**src/rtl/byte_serializer_if.sv**
```systemverilog
// Handshake bundle for byte_serializer: word-in stream and byte-out stream.
// master drives words in and accepts bytes; slave is the serializer itself.
interface byte_serializer_if #(
  parameter int DATA_BYTES = 69,
  parameter int LEN_W      = $clog2(DATA_BYTES + 1)
);
  logic                    in_valid;
  logic                    in_ready;
  logic [DATA_BYTES*8-1:0] in_data;
  logic [LEN_W-1:0]        in_len;
  logic                    in_last;
  logic                    out_valid;
  logic                    out_ready;
  logic [7:0]              out_byte;
  logic                    out_start;
  logic                    out_last;

  modport master (
    output in_valid, in_data, in_len, in_last, out_ready,
    input  in_ready, out_valid, out_byte, out_start, out_last
  );

  modport slave (
    input  in_valid, in_data, in_len, in_last, out_ready,
    output in_ready, out_valid, out_byte, out_start, out_last
  );
endinterface

```
**src/rtl/byte_serializer.sv**
```systemverilog
// Wide-word to byte-stream serializer, lanes emitted LSB-first at 1 byte/clk.
// Optional BYTE_SERIALIZER_BYTECNT_EN adds a per-frame 32-bit byte_count output.
module byte_serializer #(
  parameter int DATA_BYTES = 69,
  parameter int LEN_W      = $clog2(DATA_BYTES + 1)
) (
  input  logic                clk,
  input  logic                rst,
  byte_serializer_if.slave    bus,
  output logic                busy
`ifdef BYTE_SERIALIZER_BYTECNT_EN
  ,
  output logic [31:0]         byte_count
`endif
);
  localparam int               DW      = DATA_BYTES * 8;
  localparam logic [LEN_W-1:0] MAX_LEN = LEN_W'(DATA_BYTES);
  localparam logic [LEN_W-1:0] ONE     = LEN_W'(1);

  typedef enum logic {IDLE, SHIFT} state_t;

  state_t           state_q, state_d;
  logic [DW-1:0]    data_q, data_d;
  logic [LEN_W-1:0] rem_q, rem_d;
  logic             last_q, last_d;
  logic             start_q, start_d;
  logic [LEN_W-1:0] len_clamped;
  logic             in_xfer, out_xfer;

  assign bus.out_valid = (state_q == SHIFT);
  assign busy          = (state_q == SHIFT);
  assign bus.out_byte  = data_q[7:0];
  assign bus.out_start = bus.out_valid && start_q;
  assign bus.out_last  = bus.out_valid && last_q && (rem_q == ONE);
  // Refill on the final byte's transfer edge so consecutive words leave no gap.
  assign bus.in_ready  = !rst && ((state_q == IDLE) || ((rem_q == ONE) && bus.out_ready));

  always_comb begin
    state_d     = state_q;
    data_d      = data_q;
    rem_d       = rem_q;
    last_d      = last_q;
    start_d     = start_q;
    len_clamped = (bus.in_len > MAX_LEN) ? MAX_LEN : bus.in_len;
    in_xfer     = bus.in_valid && bus.in_ready;
    out_xfer    = bus.out_valid && bus.out_ready;

    if (out_xfer) begin
      data_d  = data_q >> 8;
      rem_d   = rem_q - ONE;
      start_d = bus.out_last;
      if (rem_q == ONE) state_d = IDLE;
    end

    // A zero-length word is consumed here but leaves every register untouched.
    if (in_xfer && (len_clamped != '0)) begin
      data_d  = bus.in_data;
      rem_d   = len_clamped;
      last_d  = bus.in_last;
      state_d = SHIFT;
    end
  end

  always_ff @(posedge clk) begin
    if (rst) begin
      state_q <= IDLE;
      data_q  <= '0;
      rem_q   <= '0;
      last_q  <= 1'b0;
      start_q <= 1'b1;
    end else begin
      state_q <= state_d;
      data_q  <= data_d;
      rem_q   <= rem_d;
      last_q  <= last_d;
      start_q <= start_d;
    end
  end

`ifdef BYTE_SERIALIZER_BYTECNT_EN
  logic [31:0] cnt_q, cnt_d;
  logic        clr_q, clr_d;

  // The final count stays visible for one cycle after out_last, then clears.
  always_comb begin
    cnt_d = (clr_q ? '0 : cnt_q) + 32'(out_xfer);
    clr_d = out_xfer && bus.out_last;
  end

  always_ff @(posedge clk) begin
    if (rst) begin
      cnt_q <= '0;
      clr_q <= 1'b0;
    end else begin
      cnt_q <= cnt_d;
      clr_q <= clr_d;
    end
  end

  assign byte_count = cnt_q;
`endif
endmodule

```
**src/flat_wrapper.sv**
```systemverilog
// flat-port wrapper written by rule: the top's interface ports become plain ports
module byte_serializer_flat 
#(
  parameter int DATA_BYTES = 69,
  parameter int LEN_W      = $clog2(DATA_BYTES + 1)
)
  (clk, rst, busy, bus_in_valid, bus_in_data, bus_in_len, bus_in_last, bus_out_ready, bus_in_ready, bus_out_valid, bus_out_byte, bus_out_start, bus_out_last);
  byte_serializer_if #(.DATA_BYTES(DATA_BYTES), .LEN_W(LEN_W)) bus_i ();
  input  logic clk;
  input  logic rst;
  output logic busy;
  input wire logic [$bits(bus_i.in_valid)-1:0] bus_in_valid;
  input wire logic [$bits(bus_i.in_data)-1:0] bus_in_data;
  input wire logic [$bits(bus_i.in_len)-1:0] bus_in_len;
  input wire logic [$bits(bus_i.in_last)-1:0] bus_in_last;
  input wire logic [$bits(bus_i.out_ready)-1:0] bus_out_ready;
  output wire logic [$bits(bus_i.in_ready)-1:0] bus_in_ready;
  output wire logic [$bits(bus_i.out_valid)-1:0] bus_out_valid;
  output wire logic [$bits(bus_i.out_byte)-1:0] bus_out_byte;
  output wire logic [$bits(bus_i.out_start)-1:0] bus_out_start;
  output wire logic [$bits(bus_i.out_last)-1:0] bus_out_last;
  assign bus_i.in_valid = bus_in_valid;
  assign bus_i.in_data = bus_in_data;
  assign bus_i.in_len = bus_in_len;
  assign bus_i.in_last = bus_in_last;
  assign bus_i.out_ready = bus_out_ready;
  assign bus_in_ready = bus_i.in_ready;
  assign bus_out_valid = bus_i.out_valid;
  assign bus_out_byte = bus_i.out_byte;
  assign bus_out_start = bus_i.out_start;
  assign bus_out_last = bus_i.out_last;
  byte_serializer #(.DATA_BYTES(DATA_BYTES), .LEN_W(LEN_W)) u_core (.clk(clk), .rst(rst), .bus(bus_i), .busy(busy));
endmodule
```
**config.mk**
```make
export PLATFORM = sky130hd
export DESIGN_NAME = byte_serializer_flat
export DESIGN_NICKNAME = d
export VERILOG_FILES = /design/src/rtl/byte_serializer_if.sv /design/src/rtl/byte_serializer.sv /design/src/flat_wrapper.sv
export SDC_FILE = /design/constraint.sdc
export NUM_CORES = 1
export LEC_CHECK = 0
export ABC_AREA = 1
export BUFFER_PORTS_ARGS = -buffer_cell sky130_fd_sc_hd__buf_2
export CAP_MARGIN = 30
export CELL_PAD_IN_SITES_DETAIL_PLACEMENT = 1
export CELL_PAD_IN_SITES_GLOBAL_PLACEMENT = 1
export CORE_MARGIN = 2
export CORE_UTILIZATION = 41
export CTS_CLUSTER_SIZE = 28
export DETAILED_ROUTE_END_ITERATION = 10
export PLACE_DENSITY_LB_ADDON = 0.3
export RECOVER_POWER = 50
export SLEW_MARGIN = 20
export SYNTH_ARGS = -nofsm -noshare
export SYNTH_HDL_FRONTEND = slang
export SYNTH_SLANG_ARGS = --single-unit
```
**constraint.sdc**
```tcl
create_clock -name clk -period 3.1 [get_ports clk]
set_input_delay 0.775 -clock clk [delete_from_list [all_inputs] [get_ports clk]]
set_output_delay 0.775 -clock clk [all_outputs]
set_load 0.05 [all_outputs]
```
# Yosys cells after proc, flatten, opt, wreduce, memory -nomap -nowiden
# Cells that the tools add are included.
# Widths: inputs -> output; s select.
dict set report totals {
  register_bits 562
  in_bits 564
  output_inout_bits 13
  elab_cells 31
}
dict set report op_classes {
  add_sub_neg 1
  n_lt_le_gt_ge 1
  n_eq_ne 1
  mux 8
  bitwise_logic 1
  reduce_logical 14
}
# op count
set ops {}
lappend ops {{$mux 552} 2}
lappend ops {{$mux 7} 3}
lappend ops {{$logic_and 1x1->1} 8}
lappend ops {{$eq 7x1->1 const B} 1}
lappend ops {{$gt 7x7->1 const B} 1}
lappend ops {{$reduce_bool 7->1} 1}
lappend ops {{$sub 7x1->7 const B} 1}
lappend ops {{$reduce_bool 2->1} 2}
lappend ops {{$mux 1} 3}
lappend ops {{$reduce_and 2->1} 1}
lappend ops {{$logic_not 1->1} 1}
lappend ops {{$logic_or 1x1->1} 1}
lappend ops {{$not 1->1} 1}

# Longest topological paths before layout
dict set report depth {
  depth_word 8
  ltp_mapped 16
}

# Worst setup path before layout
# Ideal clock, no wire load.
dict set report synth_timing {
  path_type {input port to output port}
  startpoint {input port bus_out_ready}
  endpoint {output port bus_in_ready}
  t_arrival_ns 1.682
  t_required_ns 2.325
  path_slack_ns 0.643
  path_stages 6
  path_buffers 2
  path_cell_list {nand4_1 > nand2_1 > nand2_1 > buf_2 > clkbuf_1 > inv_1}
}
dict set report synth_between {
  elab_chain_len 3
}
# element line
set synth_lines {}
lappend synth_lines {{from (decl)} flat_wrapper.sv:16} ;# input wire logic [$bits(bus_i.out_ready)-1:0] bus_out_ready;
lappend synth_lines {{$logic_and 1x1->1} byte_serializer.sv:36} ;# assign bus.in_ready = !rst && ((state_q == IDLE) || ((rem_q == ONE) && bus.out_ready));
lappend synth_lines {{$logic_or 1x1->1} byte_serializer.sv:36}
lappend synth_lines {{$logic_and 1x1->1} byte_serializer.sv:36}
lappend synth_lines {{to (decl)} flat_wrapper.sv:17} ;# output wire logic [$bits(bus_i.in_ready)-1:0] bus_in_ready;
# Every way passes these cells.

# Worst setup path in the final report
dict set report layout_timing {
  startpoint {register u_core.rem_q[1]}
  endpoint {output port bus_in_ready}
}
dict set report layout_between {
  elab_chain_len 4
}
# element line
set layout_lines {}
lappend layout_lines {{from (decl)} byte_serializer.sv:24} ;# logic [LEN_W-1:0] rem_q, rem_d;
lappend layout_lines {{from (signal assigned)} byte_serializer.sv:74} ;# rem_q <= rem_d;
lappend layout_lines {{$eq 7x1->1} byte_serializer.sv:36}
lappend layout_lines {{$logic_and 1x1->1} byte_serializer.sv:36}
lappend layout_lines {{$logic_or 1x1->1} byte_serializer.sv:36}
lappend layout_lines {{$logic_and 1x1->1} byte_serializer.sv:36}
# Every way passes these cells.

==> metrics.cfg <==
[run_status]
status = complete, no violations

[worst_setup_path]
r2r_slack_ns = 0.19
max_stage_delay_ns = 0.31
r2r.worst_path.cells = 12
worst_path_most_repeated_cell = inv_1
cp.arrival_ns = 2.21
critPathBufInv = 5
critical_path.max_fanout = 47
worstPathRequired_ns = 2.32
critPathTopFamily = buffers and inverters
rr_endpoint = u_core.data_q[392]$_SDFFE_PP0P_
cp-end-kind = primary output
rr_startpoint = u_core.rem_q[1]$_SDFFE_PP0P_
worstSetupPathType = reg -> out
cp_cell_sequence = inv_1, ha_1, inv_1, nor2_2, nand4_1, nand2_1, nand2_2, buf_8, inv_1, buf_4
worstSetupStartpointType = flop
crit_start = u_core.rem_q[1]$_SDFFE_PP0P_
crit_path_top_delay_cell = dfxtp_1

[floorplan]
io_pins = 577
die_x_um = 278
die_h_um = 278
core_area_um2 = 74300
rows = 100
start_util = 0.414
die-area_um2 = 77200

[routing]
drc = 0
vias = 32296
first_pass_iters = 5
drt_wl_total_um = 104000
antenna_left = 0
drt-initial-drc-count = 1823
routedWlPerCell_um = 15.2
vias_per_cell = 4.75

[timing]
worst_pin_slew_ns = 1.48
setup_viol = 0
finalClockSkew_ns = 0.0173
slew_viol_final = 0
timing.fmax_ghz = 0.336
finalSetupTns_ns = 0
period_needed_ns = 2.98
hold_violations = 0
timing.final.crit_share = 0.961
setup_ws_ns = 0.120
maxSlewHeadroom = 0.0109
rsz0062_at_grt = false

[synthesis]
synth.top_cell.area_share = 0.366
async_flop_share = 0
yosysSeqAreaShare = 0.366
ys_top_cells_by_area = dfxtp_1 37%, nor2_1 20%, nand2_1 14%
synth_nets = 5967
syn-instance-count = 5401
ys_ff_latch = 562
synth-main-ff-cell = dfxtp_1
ys_warn_count = 0
synth.distinct_cells = 23
synth.largest_area_cell = dfxtp_1
synth_enable_flop_cells = 0
synthTopCellsByCount = 1653 x nor2_1, 1160 x nand2_1, 991 x inv_1
avgSynthCellArea_um2 = 5.70
synth.cell_area_um2 = 30800
post-synth-top-count-cell = nor2_1

[global_routing]
grt_pass1_vias = 32542
grt_use_total = 0.262
antenna_found_initial = 7
overflow = 0
grt_first_pass_wirelength_um = 166000
grt_max_degree = 188

[power]
p_per_area_nw_per_um2 = 545
power.leakage_nw = 19.9
power_w = 0.0198
vdd_drop_max_v = 0.000346

[min_path]
hp-class = in -> reg
hold_depth = 3
min_from = bus_in_data[545]
min_to = u_core.data_q[545]$_SDFFE_PP0P_

[place]
place.gp.congestion = 0.840
portBuffers = 576
dpl_cell_area_um2 = 34300
hpwl_um = 70500
dp_slack_ns = 0.362

[job]
cap_violations = 0

[clocking]
cts_buffers = 68
cts_hold_buf = 0
htreeDepth = 3
insertion_delay_ns = 0.60
root_buffer = clkbuf_16
cts_buffer_depth = 3
clock_sinks = 562
clk_pin_slew_ns = 0.06
tritoncts = built

[layout]
drive_gt1_frac = 0.129
fin_nets = 6346
n_fill_cell = 10635
fin_area_um2 = 36300
synthToLayoutAreaGrowth_pct = 18.1

-- sequential cells by signal (all words and copies together), names as in the netlist --
register,count
u_core.bus.out_valid,1
u_core.data_q,552
u_core.last_q,1
u_core.rem_q,7
u_core.start_q,1
-- what timing repair did --
item,4_1_cts,5_1_grt
gates resized for setup,3,1
setup endpoints to repair,1,1
setup buffers,0,0
pin swaps,0,0
endpoints found under the hold margin,0,0
-- report_power, final --
| part | internal (W) | total (W) | switching, W | leakage (nW) |
|---|---|---|---|---|
| Combinational | 0.00130 | 0.00374 | 0.00244 | 14.1 |
| Clock | 0.00481 | 0.00808 | 0.00327 | 1.11 |
| Sequential | 0.00782 | 0.00798 | 0.000161 | 4.62 |
-- layout by cell type (no fill, tap or decap) --
master / instances
a21oi_1: 437
and3_1: 1
buf_12: 30
buf_2: 564
buf_4: 30
buf_8: 1
bufinv_16: 4
clkbuf_1: 26
clkbuf_16: 71
clkbuf_2: 4
clkbuf_4: 6
clkbuf_8: 12
clkinv_2: 10
clkinv_4: 3
clkinv_8: 2
clkinvlp_4: 1
dfxtp_1: 562
diode_2: 3
ha_1: 2
inv_1: 990
inv_6: 2
inv_8: 2
nand2_1: 1159
nand2_2: 1
nand2_4: 1
nand3_1: 8
nand4_1: 2
nor2_1: 1652
nor2_2: 2
nor2_4: 2
nor3_1: 117
o21ai_0: 117
or2_2: 2
xnor2_1: 1
xor2_1: 2
-- worst register-to-register path: stages (launching register included) --
cell and delay (ns):
dfxtp_1 0.33, inv_1 0.08, ha_1 0.18, inv_1 0.08
nor2_2 0.06, nand4_1 0.07, nand2_1 0.11, nand4_1 0.13
clkbuf_2 0.53, buf_4 0.77, nor2_1 0.28, nor2_1 0.15
nor2_1 0.05
-- metrics by stage --
stage / std cells / util / hold WS [ns]
floorplan: 5401 / - / 0.430
global placement: 6679 / 0.461 / 0.447
detailed placement: 6679 / 0.461 / 0.459
CTS: 6795 / 0.491 / 0.396
global route: 6798 / 0.489 / 0.411
finish: 6798 / 0.489 / 0.428
-- cell type report --
type                    instances  area, um^2  share of cell area
flip-flops and latches        562       11300               0.310
inverters                     992        3740               0.103
repair buffers                650        3780               0.104
diodes                          3        7.51            0.000207
clock inverters                22         254             0.00699
well taps                     969        1210              0.0334
multi-input cells            3506       14100               0.388
clock buffers                  94        1980              0.0546
-- logic make-up (layout without fill, tap and decap cells) --
| family | after synthesis | count (layout) | synth area share |
|---|---|---|---|
| adders and majority gates | 2 | 2 | 0.000813 |
| and+or+nand+nor | 2947 | 2947 | 0.366 |
| other | 0 | 3 | 0 |
| xor gates and xnor gates | 3 | 3 | 0.000854 |
| buffers and inverters | 1333 | 1758 | 0.177 |
| DFF | 562 | 562 | 0.366 |
| AOI/OAI and AO/OA | 554 | 554 | 0.0901 |
-- layer usage --
metal	vias up	routed length (um)	GRT usage
li1	16416	-	-
met1	15060	45700	0.328
met2	628	50000	0.453
met3	186	3830	0.0302
met4	6	4050	0.110
met5	-	41	0
-- worst max-delay path by stage --
stage,to,cells past startpoint
after CTS,bus_in_ready,10
after global placement,bus_in_ready,7
after floorplan,bus_in_ready,6
after detailed placement,bus_in_ready,7
final,bus_in_ready,10
after global routing,bus_in_ready,10
No activity file was read; power rests on OpenSTA's default activity.
